**config.mk**
```make
export PLATFORM = sky130hd
export DESIGN_NAME = hazard_stall_ctrl
export DESIGN_NICKNAME = d
export VERILOG_FILES = /design/src/rtl/hazard_stall_ctrl.sv
export SDC_FILE = /design/constraint.sdc
export NUM_CORES = 1
export LEC_CHECK = 0
export CORE_MARGIN = 3
export CORE_UTILIZATION = 30
export DETAILED_ROUTE_END_ITERATION = 10
export GPL_TIMING_DRIVEN = 0
export SYNTH_ARGS = -nofsm -noshare
export SYNTH_HDL_FRONTEND = slang
export SYNTH_SLANG_ARGS = --single-unit
```
**constraint.sdc**
```tcl
create_clock -name clk -period 3.1 [get_ports clk]
set_input_delay 0.93 -clock clk [delete_from_list [all_inputs] [get_ports clk]]
set_output_delay 0.93 -clock clk [all_outputs]
set_load 0.05 [all_outputs]
```
**src/rtl/hazard_stall_ctrl.sv**
```systemverilog
// Hazard controller: load-use detection, multi-cycle multiply stall sequencing,
// taken-branch squash, and a saturating stall-cycle counter for perf debug.
module hazard_stall_ctrl #(
  parameter int MUL_LATENCY = 4,
  parameter int CNT_W       = 16
) (
  input  logic             clk,
  input  logic             reset_n,
  input  logic [4:0]       if_id_rs1,
  input  logic [4:0]       if_id_rs2,
  input  logic             if_id_rs1_used,
  input  logic             if_id_rs2_used,
  input  logic [4:0]       id_ex_rd,
  input  logic             id_ex_mem_read,
  input  logic             ex_mul_start,
  input  logic             ex_branch_taken,
  output logic             ctrl_sgnl_sel,
  output logic             pc_write,
  output logic             if_id_write,
  output logic             id_ex_hold,
  output logic             if_id_flush,
  output logic             mul_busy,
  output logic [CNT_W-1:0] stall_cycles
);

  typedef enum logic [1:0] {RUN, MUL_WAIT, MUL_LAST} state_t;

  // The first stall cycle happens in RUN; MUL_WAIT covers the remaining
  // MUL_LATENCY-2 stall cycles, so its countdown starts at MUL_LATENCY-3.
  localparam logic [3:0] WAIT_INIT  = 4'((MUL_LATENCY > 2) ? (MUL_LATENCY - 3) : 0);
  localparam logic       MUL_STALLS = (MUL_LATENCY > 1);
  localparam logic       USE_WAIT   = (MUL_LATENCY > 2);

  state_t     state, state_nxt;
  logic [3:0] cnt, cnt_nxt;
  logic       mul_stall;
  logic       load_use;

  function automatic logic [CNT_W-1:0] sat_inc(input logic [CNT_W-1:0] v);
    return (&v) ? v : v + 1'b1;
  endfunction

  assign load_use = id_ex_mem_read && (id_ex_rd != 5'd0) &&
                    ((if_id_rs1_used && (if_id_rs1 == id_ex_rd)) ||
                     (if_id_rs2_used && (if_id_rs2 == id_ex_rd)));

  always_ff @(posedge clk or negedge reset_n) begin
    if (!reset_n) begin
      state <= RUN;
      cnt   <= 4'd0;
    end else begin
      state <= state_nxt;
      cnt   <= cnt_nxt;
    end
  end

  always_comb begin
    state_nxt = state;
    cnt_nxt   = cnt;
    mul_stall = 1'b0;
    case (state)
      RUN: begin
        if (ex_mul_start && MUL_STALLS) begin
          mul_stall = 1'b1;
          if (USE_WAIT) begin
            state_nxt = MUL_WAIT;
            cnt_nxt   = WAIT_INIT;
          end else begin
            state_nxt = MUL_LAST;
          end
        end
      end
      MUL_WAIT: begin
        mul_stall = 1'b1;
        if (cnt == 4'd0) state_nxt = MUL_LAST;
        else             cnt_nxt   = cnt - 4'd1;
      end
      // Multiply's final EX cycle: the still-asserted start must not retrigger.
      MUL_LAST: state_nxt = RUN;
      default:  state_nxt = RUN;
    endcase
  end

  always_comb begin
    ctrl_sgnl_sel = 1'b1;
    pc_write      = 1'b1;
    if_id_write   = 1'b1;
    id_ex_hold    = 1'b0;
    if_id_flush   = 1'b0;
    mul_busy      = 1'b0;
    if (!reset_n) begin
      ctrl_sgnl_sel = 1'b0;
      pc_write      = 1'b0;
      if_id_write   = 1'b0;
    end else if (mul_stall) begin
      pc_write    = 1'b0;
      if_id_write = 1'b0;
      id_ex_hold  = 1'b1;
      mul_busy    = 1'b1;
    end else if (ex_branch_taken) begin
      // The ID instruction is squashed, so a coincident load-use is moot.
      ctrl_sgnl_sel = 1'b0;
      if_id_flush   = 1'b1;
    end else if (load_use) begin
      ctrl_sgnl_sel = 1'b0;
      pc_write      = 1'b0;
      if_id_write   = 1'b0;
    end
  end

  always_ff @(posedge clk or negedge reset_n) begin
    if (!reset_n)      stall_cycles <= '0;
    else if (!pc_write) stall_cycles <= sat_inc(stall_cycles);
  end

endmodule
```
==> flow_metrics.tcl <==
set metrics [dict create \
    grt_pass1_vias 1182 \
    rsz0062_at_grt "true" \
    yosysTopAreaCell "dfrtp_1" \
    gp_congestion 0.836 \
    grt_overflow 0 \
    remaining_drc_errors 0 \
    ant_nets 0 \
    swShare_pct 43.9 \
    wl_um 3220 \
    hold_ws_ns 0.519 \
    p_int_mw 0.907 \
    hold_viol_final 0 \
    cp-start-kind "input pin" \
    peakVddDrop_v 0.000433 \
    synth_fp_nets 155 \
    crit_type "input pin to output pin" \
    io_buffers 43 \
    syn-cell-area_mm2 0.00128 \
    seq_power_share_pct 29.3 \
    htree_levels 1 \
    cts_hold_buf 0 \
    synthDistinctLibCells 33 \
    place_ws_ns -1.48 \
    slew_viol_final 0 \
    setup_ws_ns -0.0958 \
    grt_use_total_pct 13.5 \
    initial_utilization_pct 31.5 \
    ys_top_cells_by_area "dfrtp_1 (43%), xor2_1 (8.9%), xnor2_1 (7.5%), nand2_1 (3.2%), nand3_1 (3.1%)" \
    antenna_found_initial 0 \
    finalSetupTns_ns -0.152 \
    diodes 0 \
    drt_pass1_iterations 2 \
    cts-root-buf "clkbuf_8" \
    vias 1132 \
    maxCapViolCount 0 \
    layout_min_cycle_time_ns 3.20 \
    grt_max_degree 25 \
    first_iter_violations 77 \
    cts_tree "done" \
    p_comb_share_pct 53.9 \
    fin_skew_ns 0.00287 \
    run_status "finished with violations" \
    cp_top_family "compound AO/OA/AOI/OAI gates" \
    syn_area_per_cell_um2 9.84 \
    hold_path.class "flop to flop" \
    n_fill_cell 393 \
    power.leakage_nw 0.804 \
    nets 209 \
    core-area_mm2 0.00406 \
    clk_path_buf_depth 2 \
    max_stage_delay_ns 0.53 \
    cp_slowest_cell "or4_4" \
    path_clk_slew_ns 0.08 \
    io_pins 44 \
    synth_top_area_share_pct 43.1 \
    p_clk_share_pct 16.8 \
    power_mw 1.62 \
    synth_seq_area_share_pct 43.1 \
    fp.dieH_um 71.3 \
    yosys_warnings 0 \
    hpwl_um 2460 \
    via_per_inst 4.86 \
    dieArea_mm2 0.00508 \
    crit_path_end_kind "output pin" \
    fin_util_pct 47.0 \
    pwr_density_cell_mw_per_mm2 847 \
    cts.sinks 22 \
    finalCritPeriodShare_pct 103 \
    critPathBufInv 2 \
    clk_latency_ns 0.27 \
    finalSetupViolations 2 \
    rows 23 \
    fmax_mhz 313 \
    slew_headroom_pct 55.0 \
    failed_checks "setup timing" \
    arrival_ns 2.27 \
    tightestPinTransition_ns 0.674 \
    avgRoutedWirePerCell_um 13.8 \
    required_ns 2.17 \
    drive_gt1_share_pct 23.5 \
    ys_ff_latch 22 \
    numCtsBuffers 3 \
    p_sw_mw 0.709 \
    postSynthCellCount 130 \
    die-width_um 71.3 \
    area_delta_synth_final_pct 49.2 \
    cp_max_fo 3 \
    cp_cell_sequence "buf_8, or4_4, o21ai_0, o21ai_4, a21oi_4, buf_6" \
    grt_pass1_wl_um 5480 \
]
[synthesized netlist by cell type]
| cell | n |
|---|---|
| nand4_1 | 6 |
| nor4_1 | 3 |
| dfrtp_1 | 22 |
| buf_6 | 2 |
| a32oi_1 | 1 |
| and3_2 | 1 |
| nor3_1 | 5 |
| or3_1 | 1 |
| a21oi_1 | 3 |
| o211ai_1 | 1 |
| o21ba_2 | 2 |
| a22o_1 | 3 |
| o21bai_1 | 2 |
| o21ai_1 | 2 |
| o31ai_1 | 1 |
| or4_1 | 2 |
| a21o_1 | 1 |
| ha_1 | 3 |
| clkbuf_1 | 1 |
| and4_2 | 2 |
| a22oi_1 | 1 |
| xor2_1 | 13 |
| nor2_1 | 7 |
| o21ai_0 | 3 |
| and3_1 | 1 |
| nand2_1 | 11 |
| mux2_2 | 2 |
| nand3_1 | 8 |
| xnor2_1 | 11 |
| nor3b_1 | 1 |
| inv_1 | 5 |
| and2_0 | 1 |
| buf_4 | 2 |
[repair_timing]
action,CTS,global route
resized for setup,90,7
setup endpoints to repair,6,4
gates cloned,0,0
endpoints found under the hold margin,0,0
pin swaps,14,8
setup buffers,7,0
[area by class of cell]
class	count	area (um^2)	share of cell area, %
clock inverter	1	30.0	1.57
timing repair buffer	50	452	23.7
multi-input combinational	98	719	37.7
inverter	5	18.8	0.984
buffer	4	33.8	1.77
tap	50	62.6	3.28
clock buffer	3	41.3	2.16
sequential	22	551	28.9
[sequential cells by signal (all words and copies together) (netlist names)]
name and flops:
state 2, cnt 4, stall_cycles 16
[cell usage in the layout (no fill, tap or decap), types with 5 or more instances in the layout]
| cell type | instances |
|---|---|
| buf_4 | 10 |
| nand4_1 | 6 |
| buf_6 | 6 |
| xnor2_1 | 11 |
| nand2_1 | 11 |
| nor2_1 | 7 |
| nand3_1 | 8 |
| dlygate4sd2_1 | 6 |
| inv_1 | 5 |
| xor2_1 | 12 |
| clkdlybuf4s50_1 | 21 |
| nor3_1 | 5 |
| buf_2 | 6 |
| dfrtp_1 | 22 |
[per-stage QoR]
step           instances  area, um^2
6_report             233        1910
5_1_grt              233        1910
4_1_cts              234        1890
3_5_place_dp         223        1790
3_3_place_gp         223        1790
2_1_floorplan        130        1290
[layer usage]
metal	part of all wire [%]	track usage [%]	up-vias	wire (um)
met5	0	0	-	0
met4	2.5	6.26	0	81
met3	3.2	2.24	9	103
met2	51	22.7	24	1630
met1	44	16.8	533	1410
li1	-	-	566	-
[power groups by stage]
stage	combinational, mW	clock [mW]	sequential, mW
global route	0.939	0.287	0.494
floorplan	0.408	0	0.636
CTS	0.877	0.276	0.472
finish	0.871	0.271	0.473
detailed placement	0.835	0	0.475
global placement	0.808	0	0.475
[cell families after synthesis]
| logic type | count (synthesis) | share of synthesized area [%] |
|---|---|---|
| buffers and inverters | 10 | 4.70 |
| adders and majority gates | 3 | 2.94 |
| AOI/OAI and AO/OA | 20 | 11.0 |
| muxes | 2 | 1.76 |
| and+or+nand+nor | 49 | 20.2 |
| DFF | 22 | 43.1 |
| xor gates and xnor gates | 24 | 16.4 |
[worst paths after layout]
path / slack [ns] / to / depth (start not counted) / from
max in group asynchronous: 2.33 / stall_cycles[3] / 1 / reset_n
hold reg to reg: 0.52 / stall_cycles[14] / 1 / stall_cycles[14]
hold / removal: 0.52 / stall_cycles[14] / 1 / stall_cycles[14]
setup reg to reg: 0.98 / stall_cycles[6] / 8 / stall_cycles[0]
setup / recovery: -0.1 / ctrl_sgnl_sel / 6 / id_ex_rd[4]
min in group asynchronous: 0.54 / stall_cycles[12] / 1 / reset_n
(Power assumes the default switching activity.)
